$ cat config.mk
export PLATFORM = sky130hd
export DESIGN_NAME = mul_sequencer
export DESIGN_NICKNAME = d
export VERILOG_FILES = /design/src/rtl/mul_sequencer.sv
export SDC_FILE = /design/constraint.sdc
export NUM_CORES = 1
export LEC_CHECK = 0
export CAP_MARGIN = 5
export CORE_MARGIN = 5
export CORE_UTILIZATION = 50
export CTS_BUF_LIST = sky130_fd_sc_hd__clkbuf_8
export CTS_CLUSTER_DIAMETER = 60
export DETAILED_ROUTE_END_ITERATION = 10
export PLACE_DENSITY_LB_ADDON = 0.3
export SYNTH_ARGS = -nofsm -noshare
export SYNTH_HDL_FRONTEND = slang
export SYNTH_SLANG_ARGS = --single-unit
$ cat constraint.sdc
create_clock -name clk -period 3.77 [get_ports clk]
set_input_delay 0.754 -clock clk [delete_from_list [all_inputs] [get_ports clk]]
set_output_delay 0.754 -clock clk [all_outputs]
set_load 0.02 [all_outputs]
$ cat src/rtl/mul_sequencer.sv
// Shift-and-add multiplier controller: low WIDTH bits of a*b, using the shared ALU for ADD only.
// Optional MUL_EARLY_EXIT_EN: finish as soon as the remaining multiplier bits are all zero.
module mul_sequencer #(
  parameter int         WIDTH   = 64,
  parameter logic [3:0] ALU_ADD = 4'b0010
) (
  input  logic             clk,
  input  logic             reset_n,
  input  logic             start,
  input  logic [WIDTH-1:0] op_a,
  input  logic [WIDTH-1:0] op_b,
  output logic             busy,
  output logic             done,
  output logic [WIDTH-1:0] product,
  output logic [WIDTH-1:0] alu_a,
  output logic [WIDTH-1:0] alu_b,
  output logic [3:0]       alu_ctrl,
  input  logic [WIDTH-1:0] alu_result
);
  localparam int CW = (WIDTH > 1) ? $clog2(WIDTH) : 1;
  localparam logic [1:0] S_IDLE = 2'd0, S_STEP = 2'd1, S_DONE = 2'd2;

  logic [1:0]       state_q, state_d;
  logic [WIDTH-1:0] acc_q, acc_d, mc_q, mc_d, mp_q, mp_d, prod_q, prod_d;
  logic [CW-1:0]    cnt_q, cnt_d;
  logic             add_cyc, last_shift;

  assign add_cyc = (state_q == S_STEP) && mp_q[0];

`ifdef MUL_EARLY_EXIT_EN
  assign last_shift = (mp_q[WIDTH-1:1] == '0) || (cnt_q == CW'(WIDTH-1));
`else
  assign last_shift = (cnt_q == CW'(WIDTH-1));
`endif

  assign alu_a    = add_cyc ? acc_q : '0;
  assign alu_b    = add_cyc ? mc_q  : '0;
  assign alu_ctrl = add_cyc ? ALU_ADD : 4'b0000;
  assign busy     = (state_q != S_IDLE);
  assign done     = (state_q == S_DONE);
  assign product  = prod_q;

  always_comb begin
    state_d = state_q;
    acc_d   = acc_q;
    mc_d    = mc_q;
    mp_d    = mp_q;
    cnt_d   = cnt_q;
    prod_d  = prod_q;
    case (state_q)
      S_IDLE: begin
        if (start) begin
          acc_d   = '0;
          mc_d    = op_a;
          mp_d    = op_b;
          cnt_d   = '0;
          state_d = S_STEP;
        end
      end
      S_STEP: begin
        if (mp_q[0]) begin
          // clearing bit 0 turns the next cycle into the shift for this bit
          acc_d   = alu_result;
          mp_d[0] = 1'b0;
        end else begin
          mc_d  = mc_q << 1;
          mp_d  = mp_q >> 1;
          cnt_d = cnt_q + 1'b1;
          if (last_shift) begin
            prod_d  = acc_q;
            state_d = S_DONE;
          end
        end
      end
      S_DONE:  state_d = S_IDLE;
      default: state_d = S_IDLE;
    endcase
  end

  always_ff @(posedge clk or negedge reset_n) begin
    if (!reset_n) begin
      state_q <= S_IDLE;
      acc_q   <= '0;
      mc_q    <= '0;
      mp_q    <= '0;
      cnt_q   <= '0;
      prod_q  <= '0;
    end else begin
      state_q <= state_d;
      acc_q   <= acc_d;
      mc_q    <= mc_d;
      mp_q    <= mp_d;
      cnt_q   <= cnt_d;
      prod_q  <= prod_d;
    end
  end
endmodule

==> results.md, run 1 <==
- Wirelength, routed: 38500 um
- Seq/Total Area, Yosys: 53.1%
- Row Count: 57
- Ys Warns: 0
- Die Wd: 168 um
- Vias: 10604
- Clock Power Share: 20.4%
- Die height: 168 um
- Grt ovf: 0
- DR iter-0 viols: 927
- Source-to-sink clock delay at the later pin of the worst-skew pair: 0.55 ns
- Largest family of logic cells by synthesized area: compound AO/OA/AOI/OAI gates
- Combinational share of power: 42.7%
- Worst vdd ir: 0.416 mV
- Worst reg-to-reg path cell count: 5
- Number of synthesized flops with an enable pin: 0
- Critical path class: reg2out
- CP endpoint kind: primary output
- Internal power: 0.00789 W
- Hold buffer count at cts: 0
- Avg Inst Size Synth: 10.4 sq um
- Clock skew: 0.0228 ns
- Ports: 393
- Cell count after synthesis: 1193
- Cell area after synthesis: 12400 sq um
- Slew Limit Fails: 0
- Antenna viol nets, final: 0
- Switching part of the total power: 39.4%
- Post-synthesis mux area share: 12.5%
- Fin nets: 1723
- H-Tree Depth: 2
- F_max: 294 MHz
- Minimum clock period: 3.40 ns
- Core Box Area: 24400 sq um
- Port Buffer Count: 389
- HP Class: in2async
- # setup viols final: 0
- Post-synth top area cell: dfrtp_1
- Synth Area in Adders: 0.101%
- Post-DP HPWL: 25400 um
- Commonest cells after routing, fill and taps aside: clkdlybuf4s50_1, dfrtp_1, o21ai_0, and3_1, inv_1
- Total Neg Setup Slack: 0 ns
- Antenna violations before repair: 3
- Vias in the first global route: 10603
- Clock Root Buffer: clkbuf_8
- CTS Sinks: 264
- Max Fanout on Critical Path: 96
- Worst Path Required: 3.02 ns
- Die Area: 28100 sq um
- Worst-Margin Slew: 1.14 ns
- Synth top area share: 53.1%
- Largest net degree at the start of global routing: 130
- First-pass GRT wire length: 59300 um
- Commonest non-fill, non-tap cell in the layout: clkdlybuf4s50_1
- Switching power: 0.00512 W
- Commonest register cell after synthesis: dfrtp_1
- Yosys reg bits: 264
- Synth-to-Final Area Change: 40.2%
- Post-Synth XOR/XNOR Area: 0%
- Leakage power: 8.46 nW
- GPL Wtd Cong: 0.827
- Share of layout cells above drive strength 1: 10.5%
- Compound-gate portion of the synthesized area: 16.0%
- First drt pass iteration count: 6
- Power Total: 0.0130 W
- Share of flip-flops with an asynchronous set or reset: 100%
- Power per cell area: 746 nW/um^2
- Max Cap Viol: 0
- Status: finished, final reports clean
- Seq pwr share: 36.9%
- Slew Limit Headroom: 23.9%
- Worst Path Arrival: 2.64 ns
- GRT Total Usage: 25.7%
- RSZ-0062 raised after global routing: no
- Fin. Hold Viols: 0
- Area contributors post-synth: dfrtp_1, o21ai_0, and3_1, mux2_4, mux2i_1
- Avg WL per Cell: 20.4 um
- Crit path launch type: register
- Final period util: 90.1%
- Bufs on Longest Clock Path: 3
- Num CTS Buffers: 45
- Simple logic cell fraction of the synthesized area: 11.9%
- Vias per cell: 5.62
- DRC: 0
- Starting density of the core: 51.0%
- CTS tree: built
- Clock-pin slew on the worst setup and hold paths: 0.06 ns
- Synth cell types: 34
==> worst paths after layout <==
check / from / end / slack, ns
max in group asynchronous: reset_n / product[9] / 2.57
min in group clk: mp_q[9] / mp_q[9] / 0.50
worst max register to register: mp_q[0] / product[57] / 0.71
worst max-delay path: state_q[0] / alu_b[56] / 0.37
worst min register to register: mp_q[9] / mp_q[9] / 0.50
worst min-delay path: reset_n / acc_q[10] / 0.25
==> timing repair <==
item                                    4_1_cts  5_1_grt
endpoints found under the setup margin        0       35
buffers inserted                              0        1
gates resized for setup                       0        0
==> power groups by stage <==
| stage | Combinational [W] | Sequential, W | Clock [W] |
|---|---|---|---|
| finish | 0.00556 | 0.00480 | 0.00265 |
| global placement | 0.00533 | 0.00480 | 0 |
| detailed placement | 0.00551 | 0.00487 | 0 |
| floorplan | 0.00343 | 0.00468 | 0 |
| CTS | 0.00552 | 0.00483 | 0.00270 |
| global route | 0.00607 | 0.00493 | 0.00285 |
==> metal layers <==
| layer | GRT usage [%] | vias up | part of all wire [%] |
|---|---|---|---|
| met3 | 8.09 | 81 | 8.6 |
| met1 | 32.9 | 5161 | 40 |
| met5 | 0 | - | 0.034 |
| met4 | 10.2 | 2 | 3.8 |
| met2 | 41.1 | 438 | 48 |
| li1 | - | 4922 | - |
==> cell type report <==
type                    count  area, sq um
well taps                 324          405
diodes                      4         10.0
repair buffers            412         4140
clock buffers              61          840
clock inverters            17         93.8
fillers                  1791         6940
flip-flops and latches    264         6610
multi-input cells         740         5100
inverters                  64          240
==> logic make-up after synthesis <==
logic type | count (synthesis)
muxes | 129
AOI/OAI and AO/OA | 330
and+or+nand+nor | 277
adders and majority gates | 1
buffers and inverters | 191
other | 1
DFF | 264
==> cells in the mapped netlist, types with 3 or more instances <==
master      n
dfrtp_1   264
o21ai_0   193
and3_1    129
clkbuf_1   97
nand2_1    67
nand3_1    66
mux2i_1    65
o31ai_1    65
inv_1      64
a22oi_1    62
mux2_4     49
mux2_2     15
buf_1      11
buf_2       8
buf_6       6
buf_4       5
a21oi_1     3
a22o_1      3
nor2_1      3
==> worst max-delay path: stages, from the launching register on <==
cell and delay, ns:
dfrtp_1 0.53, nor2b_4 0.31, buf_12 0.29, and3_1 0.21
clkdlybuf4s50_1 0.64
==> per-stage QoR <==
step	hold WS [ns]	instance area (sq um)	setup WS, ns	util (%)	instances
floorplan	0.449	12500	1.37	-	1195
global placement	0.470	16500	0.807	67.5	1803
detailed placement	0.486	16500	0.747	67.5	1803
CTS	0.262	17400	0.132	71.4	1881
global route	0.286	17400	0.234	71.5	1884
finish	0.249	17400	0.373	71.5	1886
==> registers in the layout (all words and copies together) (netlist names) <==
signal,count
acc_q,64
product,64
cnt_q,6
state_q,2
mc_q,64
mp_q,64
(Power assumes the default switching activity.)
==> run 2, diff against run 1 <==
--- a/config.mk
+++ b/config.mk
@@ -6,9 +6,10 @@
 export NUM_CORES = 1
 export LEC_CHECK = 0
 export CAP_MARGIN = 5
+export CORE_ASPECT_RATIO = 0.75
 export CORE_MARGIN = 5
 export CORE_UTILIZATION = 50
-export CTS_BUF_LIST = sky130_fd_sc_hd__clkbuf_8
+export CTS_BUF_LIST = sky130_fd_sc_hd__clkbuf_4 sky130_fd_sc_hd__clkbuf_8 sky130_fd_sc_hd__clkbuf_16
 export CTS_CLUSTER_DIAMETER = 60
 export DETAILED_ROUTE_END_ITERATION = 10
 export PLACE_DENSITY_LB_ADDON = 0.3
==> run 2 against run 1 <==
Effect of this change:
- sequential cell count is the same
- maximum frequency shrank 1.2%
- die area up 0.12%
- sequential power hardly changed
- hold slack hardly changed
- first-iteration DRC count fell by 7.9%
- critical endpoint is now alu_b[61]
- largest cell class unchanged
==> results.md, run 2 (synthesized netlist as in run 1, its figures left out) <==
- Status: finished, final reports clean
- Cells along the critical path: nor2b_4 -> buf_12 -> and3_1 -> clkdlybuf4s50_1
- Post-CTS Resized: 0 (unchanged)
- Share of layout cells above drive strength 1: 9.57% (-0.96 points)
- CP max stage cell: clkdlybuf4s50_1
- Source-to-sink clock delay at the later pin of the worst-skew pair: 0.52 ns (-0.03 ns)
- Commonest cells after routing, fill and taps aside: clkdlybuf4s50_1, dfrtp_1, o21ai_0, and3_1, nand2_1
- Port Buffer Count: 389 (unchanged)
- Grt ovf: 0 (unchanged)
- Max Cap Viol: 0 (unchanged)
- Worst Path Required: 3.02 ns (about the same)
- Clock Root Buffer: clkbuf_16
- Worst-Margin Slew: 1.03 ns (-0.114 ns)
- First-pass GRT wire length: 58200 um (-1.9%)
- Synth-to-Final Area Change: 39.9%
- Antenna violations before repair: 3 (unchanged)
- RSZ-0062 raised after global routing: no
- Minimum clock period: 3.44 ns (+0.0420 ns)
- Starting density of the core: 50.4% (-0.66 points)
- Bufs on Longest Clock Path: 3 (unchanged)
- Final Core Density: 70.5% (-1.0 points)
- Setup crit end: alu_b[61]
- Core Box Area: 24700 sq um (+1.3%)
- Slew Limit Fails: 0 (unchanged)
- Power per cell area: 751 nW/um^2 (+0.63%)
- DP Worst Slack: 0.880 ns (+0.133 ns)
- Final period util: 91.2% (+1.1 points)
- GPL Wtd Cong: 0.838 (+1.4%)
- Postcts setup bufs: 0 (unchanged)
- Wirelength, routed: 37400 um (-2.9%)
- CTS Sinks: 264 (unchanged)
- F_max: 291 MHz (-1.2%)
- Crit path launch type: register
- Slew Limit Headroom: 31.5% (+7.6 points)
- CTS tree: built
- Antenna viol nets, final: 0 (unchanged)
- Clock skew: 0.0107 ns (-0.0121 ns)
- Hold buffer count at cts: 0 (unchanged)
- Clock-pin slew on the worst setup and hold paths: 0.07 ns (about the same)
- Vias per cell: 5.64 (+0.31%)
- Vias in the first global route: 10344 (-2.4%)
- Commonest non-fill, non-tap cell in the layout: clkdlybuf4s50_1
- Reg2reg end: product[34]
- Fin nets: 1703 (-1.2%)
- Row Count: 50 (-12%)
- CP peak stage delay: 0.62 ns (-0.02 ns)
- Final Non-Filler Cells: 1866 (-1.1%)
- Worst reg-to-reg path cell count: 4 (-1)
- Max Fanout on Critical Path: 132 (+38%)
- Die Wd: 192 um (+15%)
- Worst Path Arrival: 2.68 ns (+0.04 ns)
- Setup WS post-layout: 0.331 ns (-0.0420 ns)
- Avg WL per Cell: 20.0 um (-1.9%)
- Worst Setup SP: state_q[0]
- Post-DP HPWL: 25100 um (-0.94%)
- Worst vdd ir: 0.498 mV (+20%)
- Leakage power: 8.36 nW (-1.2%)
- Largest net degree at the start of global routing: 133 (+2.3%)
- HP Class: in2async
- GRT Total Usage: 25.3% (-0.47 points)
- Worst r2r src: mp_q[0]
- R2r setup slk: 1.11 ns (+0.40 ns)
- DR iter-0 viols: 854 (-7.9%)
- Ports: 393 (unchanged)
- Num CTS Buffers: 27 (-40%)
- Die height: 147 um (-13%)
- Critical path class: reg2out
- Vias: 10524 (-0.75%)
- Placed Cells: 1816 (+0.72%)
- Total Neg Setup Slack: 0 ns (unchanged)
- Die Area: 28200 sq um (+0.12%)
- Fin. Hold Viols: 0 (unchanged)
- First drt pass iteration count: 6 (unchanged)
- H-Tree Depth: 1 (-1)
- # setup viols final: 0 (unchanged)
- DRC: 0 (unchanged)
- CP endpoint kind: primary output
run 2: cell count changes in the layout (fill, tap and decap cells not counted), moves of 2 or more:
cell,delta
clkbuf_8,-55
clkinv_2,+4
diode_2,-2
clkinvlp_4,+3
inv_1,-15
clkbuf_4,+2
clkbuf_16,+27
bufinv_16,+2
run 2: worst min path at each step:
stage,to,slack (ns),cells past startpoint
6_report,mc_q[20],0.25,1
5_1_grt,mc_q[20],0.31,1
4_1_cts,mc_q[20],0.28,1
3_5_place_dp,mp_q[0],0.48,2
3_3_place_gp,mp_q[0],0.47,2
2_1_floorplan,mp_q[0],0.45,2
run 2: layout make-up:
| class | count | area (sq um) |
|---|---|---|
| clock buffer | 35 | 773 |
| antenna | 2 | 5.00 |
| multi-input combinational | 740 | 5100 |
| fill | 1818 | 7290 |
| timing repair buffer | 410 | 4110 |
| clock inverter | 13 | 158 |
| sequential | 264 | 6610 |
| tap | 338 | 423 |
| inverter | 64 | 240 |
run 2: per-layer routing:
metal  vias to the layer above  wire length (um)  track usage (%)
met1                      5158             15600             35.2
met2                       424             17500             40.7
met3                        69              3160             4.78
met4                         2              1090             7.13
li1                       4871                 -                -
met5                         -                12                0
run 2: power by group:
part,internal [W],leakage [nW],total [W],switching [W]
combinational,0.00241,4.49,0.00553,0.00311
sequential,0.00395,3.43,0.00477,0.000820
clock,0.00165,0.452,0.00278,0.00113
run 2: per-stage QoR:
stage	instance area [sq um]	hold WS [ns]	power [W]
2_1_floorplan	12500	0.449	0.00811
3_3_place_gp	16500	0.467	0.0101
3_5_place_dp	16500	0.478	0.0103
4_1_cts	17400	0.279	0.0131
5_1_grt	17400	0.307	0.0139
6_report	17400	0.249	0.0131
run 2: critical path, delay by kind of cell (launching register included):
family / cells / cell delay (ns)
and+or+nand+nor: 2 / 0.50
buffers and inverters: 2 / 1.02
DFF: 1 / 0.56
==> run 3, diff against run 2 <==
--- a/config.mk
+++ b/config.mk
@@ -7,12 +7,13 @@
 export LEC_CHECK = 0
 export CAP_MARGIN = 5
 export CORE_ASPECT_RATIO = 0.75
-export CORE_MARGIN = 5
+export CORE_MARGIN = 1
 export CORE_UTILIZATION = 50
 export CTS_BUF_LIST = sky130_fd_sc_hd__clkbuf_4 sky130_fd_sc_hd__clkbuf_8 sky130_fd_sc_hd__clkbuf_16
 export CTS_CLUSTER_DIAMETER = 60
 export DETAILED_ROUTE_END_ITERATION = 10
 export PLACE_DENSITY_LB_ADDON = 0.3
+export SLEW_MARGIN = 5
 export SYNTH_ARGS = -nofsm -noshare
 export SYNTH_HDL_FRONTEND = slang
 export SYNTH_SLANG_ARGS = --single-unit
==> run 3 against run 2 <==
Effect of this change:
- non-clock buffer count fell by 3
- critical path depth unchanged
- combinational power about the same
- die area decreased by 9.4%
==> results.md, run 3 (synthesized netlist as in run 1, its figures left out) <==
- Status: finished, final reports clean
- Worst Path Arrival: 2.68 ns (about the same)
- Vias per cell: 5.68 (+0.62%)
- Slew Limit Headroom: 25.2% (-6.4 points)
- Wirelength, routed: 35800 um (-4.3%)
- Buffers & Inverters on Critical Path: 2 (unchanged)
- Post-DP HPWL: 23000 um (-8.4%)
- GRT Total Usage: 27.4% (+2.1 points)
- Largest net degree at the start of global routing: 129 (-3.0%)
- Clock-pin slew on the worst setup and hold paths: 0.06 ns (about the same)
- Worst Path Required: 3.02 ns (about the same)
- Max Fanout on Critical Path: 110 (-17%)
- Avg WL per Cell: 19.3 um (-3.7%)
- Crit path launch type: register
- Clock Root Buffer: clkbuf_16
- CP delay by family, top: buffers and inverters
- Hold Slack: 0.128 ns (-0.121 ns)
- Total Neg Setup Slack: 0 ns (unchanged)
- Core Box Area: 24200 sq um (-2.0%)
- Synth-to-Final Area Change: 40.6%
- DR iter-0 viols: 759 (-11%)
- Power per cell area: 760 nW/um^2 (+1.2%)
- Source-to-sink clock delay at the later pin of the worst-skew pair: 0.53 ns (about the same)
- Slew Limit Fails: 0 (unchanged)
- Antenna viol nets, final: 0 (unchanged)
- Worst r2r src: mp_q[0]
- R2r setup slk: 0.97 ns (-0.14 ns)
- Postcts setup bufs: 0 (unchanged)
- Power Total: 0.0133 W (+1.6%)
- Vias in the first global route: 10258 (-0.83%)
- H-Tree Depth: 1 (unchanged)
- Commonest cells after routing, fill and taps aside: clkdlybuf4s50_1, dfrtp_1, o21ai_0, and3_1, nand2_1
- Cells along the critical path: nor2b_4 -> buf_12 -> and3_1 -> clkdlybuf4s50_1
- CTS tree: built
- Fin. Hold Viols: 0 (unchanged)
- Commonest non-fill, non-tap cell in the layout: clkdlybuf4s50_1
- Fin nets: 1701 (-0.12%)
- Num CTS Buffers: 28 (+3.7%)
- Total area of sequential cells: 6610 sq um (about the same)
- RSZ-0062 raised after global routing: no
- CTS Sinks: 264 (unchanged)
- Reg2reg end: product[14]
- Starting density of the core: 51.4% (+1.0 points)
- First-pass GRT wire length: 56300 um (-3.2%)
- First drt pass iteration count: 5 (-1)
- Post-CTS Resized: 0 (unchanged)
- Die Area: 25500 sq um (-9.4%)
- Critical path class: reg2out
- Ports: 393 (unchanged)
- CP endpoint kind: primary output
- Worst vdd ir: 0.412 mV (-17%)
- DRC: 0 (unchanged)
- Vias: 10533 (+0.086%)
- Clock skew: 0.0114 ns (+0.000738 ns)
- F_max: 291 MHz (+0.14%)
- Area of the multi-input gates: 5100 sq um (unchanged)
- Bufs on Longest Clock Path: 3 (unchanged)
- Die Wd: 184 um (-4.2%)
- Row Count: 49 (-2.0%)
- Minimum clock period: 3.43 ns (-0.00470 ns)
- Worst-Margin Slew: 1.12 ns (+0.0953 ns)
- Max Cap Viol: 0 (unchanged)
- HP Class: in2async
- CP peak stage delay: 0.61 ns (about the same)
- Finished Cell Area: 17500 sq um (+0.43%)
- # setup viols final: 0 (unchanged)
- Port Buffer Count: 389 (unchanged)
- Fillcell total: 1681 (-7.5%)
- CP max stage cell: clkdlybuf4s50_1
- Leakage power: 8.41 nW (+0.61%)
- Dpl cell area: 16500 sq um (-0.13%)
- Share of layout cells above drive strength 1: 9.51% (-0.059 points)
- Antenna Cells: 0 (-2)
- Final period util: 91.1% (-0.12 points)
- Die height: 139 um (-5.5%)
- Hold buffer count at cts: 0 (unchanged)
- Grt ovf: 0 (unchanged)
- Antenna violations before repair: 0 (-3)
- Worst reg-to-reg path cell count: 4 (unchanged)
- GPL Wtd Cong: 0.858 (+2.4%)
## run 3: layout make-up
cell class                      instances  area share, %
Sequential cell                       264           37.8
Clock inverter                          9          0.880
Clock buffer                           41           5.02
Timing Repair Buffer                  407           23.4
Multi-Input combinational cell        740           29.2
Inverter                               64           1.37
Tap cell                              331           2.37
## run 3: how the worst max path moves through the flow
stage / start / end / cells past startpoint
finish: state_q[0] / alu_a[28] / 4
global route: state_q[0] / alu_a[38] / 4
detailed placement: start / cnt_q[4] / 5
floorplan: state_q[1] / alu_b[63] / 6
CTS: state_q[0] / alu_b[10] / 4
global placement: start / cnt_q[4] / 5
## run 3: power breakdown
group	total (W)	switching, W	internal [W]
registers	0.00475	0.000804	0.00394
logic	0.00553	0.00311	0.00241
clock network	0.00301	0.00113	0.00188
## run 3: per-layer routing
| metal | part of all wire (%) | GRT usage (%) |
|---|---|---|
| met3 | 7.8 | 6.33 |
| met1 | 42 | 37.5 |
| met5 | 0 | 0 |
| met2 | 47 | 43.0 |
| met4 | 3.7 | 9.52 |
## run 3: stage by stage
stage	std cells	setup slack [ns]	util [%]
6_report	1856	0.336	72.2
5_1_grt	1856	0.205	72.2
4_1_cts	1856	0.321	72.2
3_5_place_dp	1806	0.905	68.0
3_3_place_gp	1806	0.932	68.0
2_1_floorplan	1195	1.37	-
## run 3: worst register-to-register path, cell delays in order, from the launching register on
cell and delay, ns:
dfrtp_2 0.67, or3b_2 0.57, or3_4 0.67, buf_4 0.43, mux2_4 0.34
